`config.mk`:
```
export PLATFORM = sky130hd
export DESIGN_NAME = decode_pipe_stage
export DESIGN_NICKNAME = d
export VERILOG_FILES = /design/src/rtl/decode_pipe_stage.sv
export SDC_FILE = /design/constraint.sdc
export NUM_CORES = 1
export LEC_CHECK = 0
export BUFFER_PORTS_ARGS = -buffer_cell sky130_fd_sc_hd__buf_2
export CORE_AREA = 2 2 171 173
export CTS_CLUSTER_DIAMETER = 40
export CTS_CLUSTER_SIZE = 25
export DETAILED_ROUTE_END_ITERATION = 10
export DIE_AREA = 0 0 173 175
export MAX_ROUTING_LAYER = met4
export PLACE_DENSITY = 0.59
export SLEW_MARGIN = 20
export SYNTH_ARGS = -nofsm -noshare
export SYNTH_HDL_FRONTEND = slang
export SYNTH_SLANG_ARGS = --single-unit
export TNS_END_PERCENT = 20
```
`constraint.sdc`:
```
create_clock -name clk -period 9.9 [get_ports clk]
set_input_delay 1.98 -clock clk [delete_from_list [all_inputs] [get_ports clk]]
set_output_delay 1.98 -clock clk [all_outputs]
set_load 0.05 [all_outputs]
```
`src/rtl/decode_pipe_stage.sv`:
```
`default_nettype none
// ----------------------------------------------------------------------------
// decode_pipe_stage - RV32I decode register with operand bypass and load-use
// stall; perf counters under DECODE_PIPE_STAGE_PERF_EN.            Rev 1.0
// ----------------------------------------------------------------------------
module decode_pipe_stage #(
    parameter int              XLEN      = 32,
    parameter int              RF_IDX_W  = 5,
    parameter int              NUM_BYP   = 3,
    parameter logic [XLEN-1:0] NOP_INSTR = 32'h0000_0013
) (
    input  logic                        clk,
    input  logic                        rst,
    input  logic                        f_vld,
    output logic                        f_rdy,
    input  logic [XLEN-1:0]             f_instr,
    input  logic [XLEN-1:0]             f_pc,
    input  logic                        flush,
    output logic [RF_IDX_W-1:0]         rs1_idx,
    output logic [RF_IDX_W-1:0]         rs2_idx,
    input  logic [XLEN-1:0]             rs1_data,
    input  logic [XLEN-1:0]             rs2_data,
    input  logic [NUM_BYP-1:0]          byp_vld,
    input  logic [NUM_BYP*RF_IDX_W-1:0] byp_rd,
    input  logic [NUM_BYP-1:0]          byp_pend,
    input  logic [NUM_BYP*XLEN-1:0]     byp_data,
    output logic                        x_vld,
    input  logic                        x_rdy,
    output logic [XLEN-1:0]             x_op1,
    output logic [XLEN-1:0]             x_op2,
    output logic [XLEN-1:0]             x_st_data,
    output logic [XLEN-1:0]             x_pc,
    output logic [XLEN-1:0]             x_br_tgt,
    output logic [3:0]                  x_alu_op,
    output logic [RF_IDX_W-1:0]         x_rd,
    output logic                        x_rd_wen,
    output logic                        x_dmem_vld,
    output logic                        x_dmem_we,
    output logic [1:0]                  x_dmem_len,
    output logic                        x_illegal
`ifdef DECODE_PIPE_STAGE_PERF_EN
    ,
    output logic [31:0]                 stall_cnt,
    output logic [31:0]                 bubble_cnt
`endif
);

    localparam logic [6:0] OPC_LUI   = 7'b0110111;
    localparam logic [6:0] OPC_AUIPC = 7'b0010111;
    localparam logic [6:0] OPC_JAL   = 7'b1101111;
    localparam logic [6:0] OPC_JALR  = 7'b1100111;
    localparam logic [6:0] OPC_BR    = 7'b1100011;
    localparam logic [6:0] OPC_LOAD  = 7'b0000011;
    localparam logic [6:0] OPC_STORE = 7'b0100011;
    localparam logic [6:0] OPC_OPIMM = 7'b0010011;
    localparam logic [6:0] OPC_OP    = 7'b0110011;
    localparam logic [6:0] OPC_FENCE = 7'b0001111;
    localparam logic [6:0] OPC_SYS   = 7'b1110011;

    localparam logic [2:0] FMT_NONE = 3'd0;
    localparam logic [2:0] FMT_R    = 3'd1;
    localparam logic [2:0] FMT_I    = 3'd2;
    localparam logic [2:0] FMT_S    = 3'd3;
    localparam logic [2:0] FMT_B    = 3'd4;
    localparam logic [2:0] FMT_U    = 3'd5;
    localparam logic [2:0] FMT_J    = 3'd6;

    logic            d_vld_q, d_vld_d;
    logic [XLEN-1:0] instr_q, instr_d;
    logic [XLEN-1:0] pc_q, pc_d;

    logic [6:0]      opcode;
    logic [2:0]      funct3;
    logic [2:0]      fmt;
    logic [XLEN-1:0] imm;
    logic            use_rs1, use_rs2, is_mem, is_alu, aux_sel;
    logic            rs1_hit, rs2_hit, rs1_pend, rs2_pend;
    logic [XLEN-1:0] rs1_byp, rs2_byp, rs1_val, rs2_val;
    logic            hazard, fire_x;

    assign opcode  = instr_q[6:0];
    assign funct3  = instr_q[14:12];
    assign rs1_idx = RF_IDX_W'(instr_q[19:15]);
    assign rs2_idx = RF_IDX_W'(instr_q[24:20]);
    assign x_rd    = RF_IDX_W'(instr_q[11:7]);

    always_comb begin
        fmt = FMT_NONE;
        case (opcode)
            OPC_OP:                                          fmt = FMT_R;
            OPC_OPIMM, OPC_LOAD, OPC_JALR, OPC_FENCE, OPC_SYS: fmt = FMT_I;
            OPC_STORE:                                       fmt = FMT_S;
            OPC_BR:                                          fmt = FMT_B;
            OPC_LUI, OPC_AUIPC:                              fmt = FMT_U;
            OPC_JAL:                                         fmt = FMT_J;
            default:                                         fmt = FMT_NONE;
        endcase
    end

    always_comb begin
        imm = '0;
        case (fmt)
            FMT_I: imm = {{(XLEN-12){instr_q[31]}}, instr_q[31:20]};
            FMT_S: imm = {{(XLEN-12){instr_q[31]}}, instr_q[31:25], instr_q[11:7]};
            FMT_B: imm = {{(XLEN-13){instr_q[31]}}, instr_q[31], instr_q[7],
                          instr_q[30:25], instr_q[11:8], 1'b0};
            FMT_U: imm = {{(XLEN-32){instr_q[31]}}, instr_q[31:12], 12'h000};
            FMT_J: imm = {{(XLEN-21){instr_q[31]}}, instr_q[31], instr_q[19:12],
                          instr_q[20], instr_q[30:21], 1'b0};
            default: imm = '0;
        endcase
    end

    // Walk oldest to youngest so the lowest matching index is the one left standing.
    always_comb begin
        rs1_hit  = 1'b0;
        rs2_hit  = 1'b0;
        rs1_pend = 1'b0;
        rs2_pend = 1'b0;
        rs1_byp  = '0;
        rs2_byp  = '0;
        for (int i = NUM_BYP - 1; i >= 0; i--) begin
            if (byp_vld[i] && (byp_rd[i*RF_IDX_W +: RF_IDX_W] == rs1_idx)) begin
                rs1_hit  = 1'b1;
                rs1_pend = byp_pend[i];
                rs1_byp  = byp_data[i*XLEN +: XLEN];
            end
            if (byp_vld[i] && (byp_rd[i*RF_IDX_W +: RF_IDX_W] == rs2_idx)) begin
                rs2_hit  = 1'b1;
                rs2_pend = byp_pend[i];
                rs2_byp  = byp_data[i*XLEN +: XLEN];
            end
        end
    end

    assign rs1_val = (rs1_idx == '0 || !rs1_hit) ? rs1_data : rs1_byp;
    assign rs2_val = (rs2_idx == '0 || !rs2_hit) ? rs2_data : rs2_byp;

    assign use_rs1 = (fmt == FMT_R) || (fmt == FMT_I) || (fmt == FMT_S) || (fmt == FMT_B);
    assign use_rs2 = (fmt == FMT_R) || (fmt == FMT_S) || (fmt == FMT_B);
    assign hazard  = d_vld_q && ((use_rs1 && rs1_idx != '0 && rs1_hit && rs1_pend) ||
                                 (use_rs2 && rs2_idx != '0 && rs2_hit && rs2_pend));

    assign x_vld  = !rst && d_vld_q && !hazard && !flush;
    assign fire_x = x_vld && x_rdy;
    assign f_rdy  = !rst && !flush && (!d_vld_q || fire_x);

    assign x_op1 = (opcode == OPC_AUIPC) ? pc_q :
                   (opcode == OPC_LUI)   ? '0   : rs1_val;
    assign x_op2     = (fmt == FMT_R) ? rs2_val : imm;
    assign x_st_data = rs2_val;
    assign x_pc      = pc_q;
    assign x_br_tgt  = pc_q + imm;

    assign is_alu   = (opcode == OPC_OP) || (opcode == OPC_OPIMM);
    assign aux_sel  = (opcode == OPC_OPIMM && funct3 == 3'b000) ? 1'b0 : instr_q[30];
    assign x_alu_op = is_alu ? {aux_sel, funct3} : 4'd0;

    assign x_illegal  = (fmt == FMT_NONE);
    assign x_rd_wen   = ((fmt == FMT_R) || (fmt == FMT_I) || (fmt == FMT_U) || (fmt == FMT_J)) &&
                        (x_rd != '0);
    assign is_mem     = (opcode == OPC_LOAD) || (opcode == OPC_STORE);
    assign x_dmem_vld = is_mem;
    assign x_dmem_we  = (opcode == OPC_STORE);
    assign x_dmem_len = !is_mem               ? 2'd0 :
                        (funct3[1:0] == 2'b00) ? 2'd1 :
                        (funct3[1:0] == 2'b01) ? 2'd2 : 2'd0;

    always_comb begin
        d_vld_d = d_vld_q;
        instr_d = instr_q;
        pc_d    = pc_q;
        if (flush) begin
            d_vld_d = 1'b0;
            instr_d = NOP_INSTR;
        end else if (f_vld && f_rdy) begin
            d_vld_d = 1'b1;
            instr_d = f_instr;
            pc_d    = f_pc;
        end else if (fire_x) begin
            d_vld_d = 1'b0;
        end
    end

    always_ff @(posedge clk) begin
        if (rst) begin
            d_vld_q <= 1'b0;
            instr_q <= NOP_INSTR;
            pc_q    <= '0;
        end else begin
            d_vld_q <= d_vld_d;
            instr_q <= instr_d;
            pc_q    <= pc_d;
        end
    end

`ifdef DECODE_PIPE_STAGE_PERF_EN
    logic [31:0] stall_cnt_q, stall_cnt_d;
    logic [31:0] bubble_cnt_q, bubble_cnt_d;

    assign stall_cnt_d  = (hazard && !flush && stall_cnt_q != 32'hFFFF_FFFF) ?
                          stall_cnt_q + 32'd1 : stall_cnt_q;
    assign bubble_cnt_d = (x_rdy && !x_vld && bubble_cnt_q != 32'hFFFF_FFFF) ?
                          bubble_cnt_q + 32'd1 : bubble_cnt_q;

    always_ff @(posedge clk) begin
        if (rst) begin
            stall_cnt_q  <= '0;
            bubble_cnt_q <= '0;
        end else begin
            stall_cnt_q  <= stall_cnt_d;
            bubble_cnt_q <= bubble_cnt_d;
        end
    end

    assign stall_cnt  = stall_cnt_q;
    assign bubble_cnt = bubble_cnt_q;
`endif

endmodule
`default_nettype wire

```
==> run_results.csv, run 1 <==
group,metric,value,unit
critical_path,cpMaxStageDelayCell,"dfxtp_2",
clock_tree,clkTransAtPathRegs,0.06,ns
timing,achievable-frequency,121,MHz
critical_path,critical_path_required,7.92,ns
timing,min_period_over_period,83.5,%
timing,finalSetupTns,0,ns
clock_tree,clock_insertion_delay_worst_skew,0.35,ns
finish,post-route-util,36.3,%
die,core_area,28400,sq um
place,sum_of_net_half_perimeters_after_detailed_placement,31000,microns
worst_hold_path,hold_path_end,"instr_q[1]",
power_and_ir_drop,total_leakage_power,5.06,nW
clock_tree,cts.root.buffer_cell,"clkbuf_16",
synthesis,syn-cell-area,7740,sq um
grt,first_global_vias,9263,
critical_path,critical_path.top_delay_family,"compound AO/OA/AOI/OAI gates",
critical_path,largest_incremental_delay_on_the_critical_path,0.70,ns
routing,route.antenna.remaining_nets,0,
grt,grt.total_usage,25.4,%
synthesis,number_of_enable_flip_flop_cells_after_synthesis,0,
synthesis,synth-async-reset-ratio,0,%
worst_hold_path,hold_depth,2,
grt,grt_overflow_total,0,
synthesis,largest_family_of_logic_cells_by_synthesized_area,"compound AO/OA/AOI/OAI gates",
synthesis,yosys-mux-area-fraction,13.3,%
critical_path,critical_path_buf_inv_count,2,
finish,fin_nets,1696,
routing,drtPass1Iterations,6,
routing,post-route-drc-count,0,
timing,final.min_clock_period,8.26,ns
routing,wirelength,39400,microns
worst_hold_path,holdCritPathClass,"reg -> reg",
synthesis,yosys_most_used_dff,"dfxtp_1",
finish,synthToLayoutAreaGrowth,33.2,%
die,floorplan.rows,62,
timing,relSlewSlack,30.9,%
critical_path,timing.critical_path.to_type,"output port",
clock_tree,clockBufferDepth,2,
synthesis,synth.distinct_cells,60,
clock_tree,post_cts_hold_fix_bufs,0,
synthesis,yosys_synthesis_warning_count,0,
clock_tree,cts_tree,"done",
timing,timing_hold_violations_final,0,
critical_path,timing.critical_path.cells,"buf_4, nand2_1, nor2_1, o21ai_0, a21oi_1, or2_2, nor2_1, ha_1, o21ai_0, nand2b_1, o21a_1, a21o_1, ha_1, and4_1, and3_1, o311ai_0, nand4_1, nand3_1, a21oi_1, o32ai_1, a311oi_1, buf_2",
place,place_worst_setup_slack,2.06,ns
synthesis,synth_compound_gate_area_share,30.1,%
synthesis,xor_xnor_portion_of_the_synthesized_cell_area,5.99,%
die,die_h,175,microns
timing,fin_ws,1.64,ns
clock_tree,clkSinkCount,65,
synthesis,yosys_register_bits,65,
run,max-cap-violations,0,
place,place.port_buffers,436,
synthesis,synthesis.area_per_instance,7.29,sq um
critical_path,critical_path.reg2reg.startpoint,"instr_q[5]",
outcome,status,"completed",
routing,detailroute.via_count,9641,
synthesis,post_synth_inst_count,1062,
clock_tree,cts_inserted_buffers,9,
critical_path,path_class,"reg -> out",
clock_tree,post_cts_resized,0,
grt,initial_antenna_violation_count,6,
place,finalWeightedCongestion,0.924,
die,dieWidth,173,microns
synthesis,syn-num-nets,1345,
synthesis,synth_fa_ha_area_share,5.43,%
place,numPlacedInstances,1786,
critical_path,reg2reg_slack,4.84,ns
synthesis,ys_seq_area_share,16.8,%
timing,maxSlewViolCount,0,
critical_path,worstPathMaxFanout,43,
power_and_ir_drop,ir_worst_vdd,0.0677,mV
clock_tree,post-cts-setup-buffer-count,0,
timing,timing.final.setup_violations,0,
timing,finalClockSkew,0.0131,ns
clock_tree,htree_num_levels,3,
finish,drive_above_1_share,36.5,%
critical_path,arrival,6.28,ns
die,die_area,30300,sq um
routing,drt-initial-drc-count,576,
grt,grt_pass1_wl,56900,microns
die,design.portCount,437,
power_and_ir_drop,power_density,126,nW/um^2
timing,grt_setup_unrepaired,"no",
grt,grt_start_max_net_pins,82,
routing,wire_per_inst,21.8,microns
finish,final_cells,1804,
critical_path,start_kind,"flop",
critical_path,reg2reg_depth,15,
worst_hold_path,timing.hold.worst.start,"instr_q[1]",
routing,vias_per_cell,5.34,
timing,timing_worst_slew_pin_value,1.04,ns
synthesis,synthSimpleGateAreaFrac,21.0,%
die,initial_utilization,27.3,%
critical_path,timing.rr.end,"x_pc[21]",
## kinds of logic (layout without fill, tap and decap cells)
logic type	Yosys count	count (layout)
AOI/OAI and AO/OA	352	352
adders and majority gates	33	33
xor gates and xnor gates	53	53
muxes	99	99
and+or+nand+nor	339	339
DFF	65	65
other	0	2
buffers and inverters	121	477
## cells in the mapped netlist (3+ instances only)
master | count | area, sq um
nor2b_1 | 5 | 31.3
nand3_1 | 15 | 75.1
mux2i_1 | 68 | 681
clkbuf_1 | 59 | 221
a41o_1 | 31 | 310
o21ai_0 | 147 | 736
o31a_1 | 3 | 26.3
o21a_1 | 8 | 60.1
nand3b_1 | 33 | 248
a21boi_0 | 3 | 22.5
a21o_1 | 28 | 210
nor2_1 | 57 | 214
buf_1 | 7 | 26.3
or3_1 | 5 | 31.3
dfxtp_1 | 65 | 1300
mux2_2 | 31 | 349
buf_4 | 18 | 135
inv_1 | 12 | 45.0
a21oi_1 | 31 | 155
a2111o_1 | 3 | 33.8
xor2_1 | 20 | 175
or4_1 | 3 | 22.5
nand2b_1 | 7 | 43.8
a22oi_1 | 63 | 473
and2_1 | 16 | 100
nor4_1 | 6 | 37.5
a211oi_1 | 6 | 45.0
nor3b_1 | 3 | 22.5
a22o_1 | 4 | 35.0
nor3_1 | 12 | 60.1
buf_2 | 21 | 105
and3_1 | 12 | 75.1
xnor2_1 | 33 | 289
or2_2 | 6 | 37.5
ha_1 | 32 | 400
nand4_1 | 4 | 25.0
nand2_1 | 152 | 571
## state kept, by name (all words and copies together) (netlist names)
register  flops
d_vld_q       1
instr_q      32
x_pc         32
## final cells by class
cell class	count	area, sq um
well taps	384	480
flip-flops and latches	65	1300
clock buffers	9	225
multi-input cells	876	5900
clock inverters	7	77.6
inverters	13	48.8
diodes	2	5.00
repair buffers	448	2270
fillers	3121	18100
## layout by cell type, fill, tap and decap left out, types with 4 or more instances in the layout
cell,synthesis,final
buf_2,21,436
mux2_2,31,31
a22o_1,4,4
o21ai_0,147,147
a21oi_1,31,31
nand3_1,15,15
nand4_1,4,4
nand2b_1,7,7
a22oi_1,63,63
a21o_1,28,28
nor2b_1,5,5
ha_1,32,32
nor3_1,12,9
or3_1,5,5
nor2_1,57,56
buf_4,18,12
and3_1,12,10
clkbuf_16,0,9
nand3b_1,33,33
nand2_1,152,152
xnor2_1,33,33
mux2i_1,68,68
and2_1,16,14
inv_1,12,12
o21a_1,8,8
xor2_1,20,20
nor4_1,6,5
a41o_1,31,31
a211oi_1,6,6
or2_2,6,6
dfxtp_1,65,63
## routing by layer
layer  up-vias  track usage (%)  wire, microns
met5         -                -              0
met3        69             4.18           2460
li1       4600                -              -
met1      4529             32.0          17300
met4         0             7.91            896
met2       443             41.7          18700
## through the flow
stage | cell area (sq um) | total power, mW | hold slack [ns]
floorplan | 7740 | 0.759 | 0.441
CTS | 10300 | 1.31 | 0.511
global placement | 10000 | 0.956 | 0.484
finish | 10300 | 1.30 | 0.509
global route | 10300 | 1.35 | 0.543
detailed placement | 10000 | 0.958 | 0.497
## power by group
group	internal [mW]	switching (mW)
combinational	0.179	0.457
clock	0.198	0.146
sequential	0.278	0.0382
## how the worst max path moves through the flow
stage | from | depth (start not counted) | to
2_1_floorplan | instr_q[2] | 22 | x_br_tgt[17]
3_3_place_gp | instr_q[5] | 22 | x_br_tgt[31]
3_5_place_dp | instr_q[5] | 22 | x_br_tgt[31]
4_1_cts | instr_q[5] | 22 | x_br_tgt[31]
5_1_grt | instr_q[5] | 22 | x_br_tgt[31]
6_report | instr_q[5] | 22 | x_br_tgt[31]
## worst register-to-register path, cell delays in order, from the launching register on
cell	delay, ns
dfxtp_2	0.70
buf_4	0.53
nand2_1	0.18
nor2_1	0.11
o21ai_0	0.08
a21oi_1	0.35
or2_2	0.19
nor2_1	0.05
ha_1	0.24
o21ai_0	0.10
nand2_1	0.14
a32o_1	0.32
o21ai_4	0.72
buf_4	0.78
mux2i_1	0.35
nor2_1	0.05
No activity file was read; power rests on OpenSTA's default activity.
==> run 2: changes to the inputs <==
--- a/config.mk
+++ b/config.mk
@@ -5,14 +5,15 @@
 export SDC_FILE = /design/constraint.sdc
 export NUM_CORES = 1
 export LEC_CHECK = 0
+export ABC_AREA = 1
 export BUFFER_PORTS_ARGS = -buffer_cell sky130_fd_sc_hd__buf_2
-export CORE_AREA = 2 2 171 173
+export CORE_AREA = 2 2 167 169
 export CTS_CLUSTER_DIAMETER = 40
 export CTS_CLUSTER_SIZE = 25
 export DETAILED_ROUTE_END_ITERATION = 10
-export DIE_AREA = 0 0 173 175
+export DIE_AREA = 0 0 169 171
 export MAX_ROUTING_LAYER = met4
-export PLACE_DENSITY = 0.59
+export PLACE_DENSITY = 0.63
 export SLEW_MARGIN = 20
 export SYNTH_ARGS = -nofsm -noshare
 export SYNTH_HDL_FRONTEND = slang
==> constraint.sdc (replaced) <==
create_clock -name clk -period 8.1 [get_ports clk]
set_input_delay 1.62 -clock clk [delete_from_list [all_inputs] [get_ports clk]]
set_output_delay 1.62 -clock clk [all_outputs]
set_load 0.05 [all_outputs]
==> run 2 against run 1 <==
  * Worst hold slack got worse by 0.018 ns
  * Critical path depth up 2
  * Power up 8.7%
  * Count of clock-buffer cells in the layout is 2 higher
  * Routed wire length increased by 24%
  * Sequential power increased by 13%
  * Sequential cell count unchanged
  * Die area is 4.5% lower
  * Synthesized cell count is 41% higher
  * Cell area is 6.0% higher
  * Critical path type unchanged
  * Largest cell class unchanged
  * Largest power group unchanged
==> run_results.csv, run 2 <==
group,metric,value,unit
clock_tree,post-cts-setup-buffer-count,0,
synthesis,number_of_enable_flip_flop_cells_after_synthesis,0,
finish,fillers,3154,
grt,grt.total_usage,32.5,%
power_and_ir_drop,total_power,1.41,mW
finish,fin_nets,2148,
critical_path,critical_path_required,6.48,ns
synthesis,syn-cell-area,8350,sq um
grt,initial_antenna_violation_count,2,
power_and_ir_drop,ir_worst_vdd,0.0769,mV
die,dieWidth,169,microns
worst_hold_path,holdCritPathClass,"reg -> reg",
routing,wire_per_inst,22.0,microns
grt,first_global_vias,10700,
finish,commonest_cells_after_routing_fill_and_taps_aside,"436 x buf_2, 305 x nand2_1, 265 x inv_1",
synthesis,synth.most_common_cell,"nand2_1",
synthesis,synth_area_leaders,"dfxtp_1 16%, nand2_1 14%, inv_1 12%, a21oi_1 9.1%, nor2_1 6.4%",
clock_tree,clock_insertion_delay_worst_skew,0.34,ns
outcome,status,"completed",
synthesis,yosys-top-cells-count,"305 x nand2_1, 265 x inv_1, 151 x a21oi_1",
timing,timing_worst_slew_pin_value,1.06,ns
synthesis,yosys.area.top_type,"dfxtp_1",
grt,grt_pass1_wl,68100,microns
power_and_ir_drop,total_leakage_power,6.54,nW
clock_tree,cts_tree,"done",
critical_path,worstPathMaxFanout,14,
timing,maxSlewViolCount,0,
timing,timing_hold_violations_final,0,
clock_tree,post_cts_hold_fix_bufs,0,
critical_path,cpMaxStageDelayCell,"nor2_1",
routing,route.antenna.remaining_nets,0,
timing,finalSetupTns,0,ns
timing,finalClockSkew,0.00532,ns
routing,detailroute.via_count,11900,
timing,grt_setup_unrepaired,"no",
clock_tree,cts_inserted_buffers,9,
clock_tree,post_cts_resized,0,
routing,post-route-drc-count,0,
synthesis,synth-async-reset-ratio,0,%
place,numPlacedInstances,2200,
place,finalWeightedCongestion,0.991,
synthesis,synthesis.area_per_instance,5.58,sq um
run,max-cap-violations,0,
critical_path,start_kind,"flop",
synthesis,ys_seq_area_share,15.6,%
timing,timing.final.setup_violations,0,
synthesis,yosys_register_bits,65,
synthesis,synth_compound_gate_area_share,24.4,%
synthesis,yosys-mux-area-fraction,0,%
synthesis,synthSimpleGateAreaFrac,33.2,%
place,sum_of_net_half_perimeters_after_detailed_placement,39300,microns
critical_path,worst_path_most_repeated_cell,"nand2_1",
critical_path,path_class,"reg -> out",
clock_tree,clockBufferDepth,2,
routing,drt-initial-drc-count,1142,
place,place.port_buffers,436,
timing,min_period_over_period,89.1,%
critical_path,arrival,5.59,ns
synthesis,yosys_most_used_dff,"dfxtp_1",
finish,sequential_cell_area,1300,sq um
finish,drive_above_1_share,27.7,%
synthesis,yosys_synthesis_warning_count,0,
finish,multi_input_area,5550,sq um
critical_path,largest_incremental_delay_on_the_critical_path,0.70,ns
critical_path,timing.critical_path.to_type,"output port",
die,floorplan.rows,61,
timing,final.min_clock_period,7.21,ns
grt,grt_start_max_net_pins,68,
synthesis,synth_fa_ha_area_share,5.04,%
timing,relSlewSlack,29.3,%
clock_tree,clkSinkCount,65,
place,place_worst_setup_slack,1.35,ns
clock_tree,cts.root.buffer_cell,"clkbuf_16",
finish,layout.cells.most_common,"buf_2",
synthesis,syn-num-nets,1779,
synthesis,synthDominantCellAreaShare,15.6,%
synthesis,largest_family_of_logic_cells_by_synthesized_area,"simple AND/OR/NAND/NOR gates",
die,initial_utilization,30.6,%
synthesis,post_synth_inst_count,1496,
timing,fin_ws,0.886,ns
die,design.portCount,437,
synthesis,xor_xnor_portion_of_the_synthesized_cell_area,3.67,%
synthesis,synth.distinct_cells,42,
routing,drtPass1Iterations,5,
finish,final_cells,2217,
clock_tree,clkTransAtPathRegs,0.06,ns
finish,synthToLayoutAreaGrowth,31.0,%
critical_path,timing.critical_path.cells,"inv_1, o21ai_0, nand3_1, and3_1, inv_1, nor3_1, ha_1, nand2_1, nand2_1, nor2_1, nor2_1, a21oi_1, inv_1, ha_1, nand2_1, nor4_1, nand2_1, o211ai_1, nand2_1, o211ai_1, nand2_1, nand2_1, xor2_1, buf_2",
die,die_area,28900,sq um
die,die_h,171,microns
routing,vias_per_cell,5.35,
timing,achievable-frequency,139,MHz
grt,grt_overflow_total,0,
routing,wirelength,48700,microns
clock_tree,htree_num_levels,3,
die,core_area,27300,sq um
power_and_ir_drop,power_density,129,nW/um^2
==> run 2: changes by cell type in the layout (fill, tap and decap cells not counted), moves of 27 or more <==
| cell | change |
|---|---|
| a21oi_1 | +119 |
| a22oi_1 | -63 |
| a41o_1 | -31 |
| inv_1 | +253 |
| mux2_2 | -31 |
| mux2i_1 | -68 |
| nand2_1 | +153 |
| nand3_1 | +73 |
| nand3b_1 | -32 |
| nand4_1 | +34 |
| nor2_1 | +86 |
| o21ai_0 | -64 |
| o221ai_1 | +27 |
| o22ai_1 | +63 |
==> run 2: report_power, final <==
part / switching, mW / internal, mW
Combinational: 0.486 / 0.165
Sequential: 0.0224 / 0.335
Clock: 0.155 / 0.246
==> run 2: final timing paths <==
path	end	slack, ns	depth (start not counted)	startpoint
setup / recovery	x_br_tgt[29]	0.89	24	instr_q[5]
hold / removal	instr_q[9]	0.49	2	instr_q[9]
setup reg to reg	x_pc[3]	3.90	17	instr_q[19]
hold reg to reg	instr_q[9]	0.49	2	instr_q[9]
==> run 2: logic make-up after synthesis <==
family / count (synthesis)
AND/OR/NAND/NOR: 637
buffers and inverters: 370
adder cells (fa/ha/maj): 33
XOR/XNOR: 35
AO/OA/AOI/OAI: 356
flip-flops: 65
==> run 2: layout make-up <==
type | instances | area share, %
Antenna cell | 2 | 0.0458
Clock buffer | 11 | 2.22
Clock inverter | 4 | 0.480
Inverter | 273 | 9.37
Multi-Input combinational cell | 1061 | 50.8
Sequential cell | 65 | 11.9
Tap cell | 346 | 3.96
Timing Repair Buffer | 455 | 21.3
==> run 2: worst max-delay path, delay by kind of cell (launching register included) <==
kind,cells,cell delay (ns)
DFF,1,0.45
adders and majority gates,2,0.58
and+or+nand+nor,13,2.61
buffers and inverters,4,0.59
xor gates and xnor gates,1,0.14
AOI/OAI and AO/OA,4,0.87
==> run 2: metrics by stage <==
| stage | instance area (sq um) | hold slack [ns] | util, % |
|---|---|---|---|
| after global routing | 10900 | 0.520 | 40.0 |
| after detailed placement | 10600 | 0.482 | 38.9 |
| after global placement | 10600 | 0.476 | 38.9 |
| after floorplan | 8350 | 0.456 | - |
| final | 10900 | 0.491 | 40.0 |
| after CTS | 10900 | 0.491 | 40.0 |
==> run 2: layer usage <==
layer	wire length, microns	track usage, %
met1	21400	43.7
met2	22000	50.9
met3	3440	2.80
met4	1810	12.1
met5	0	-
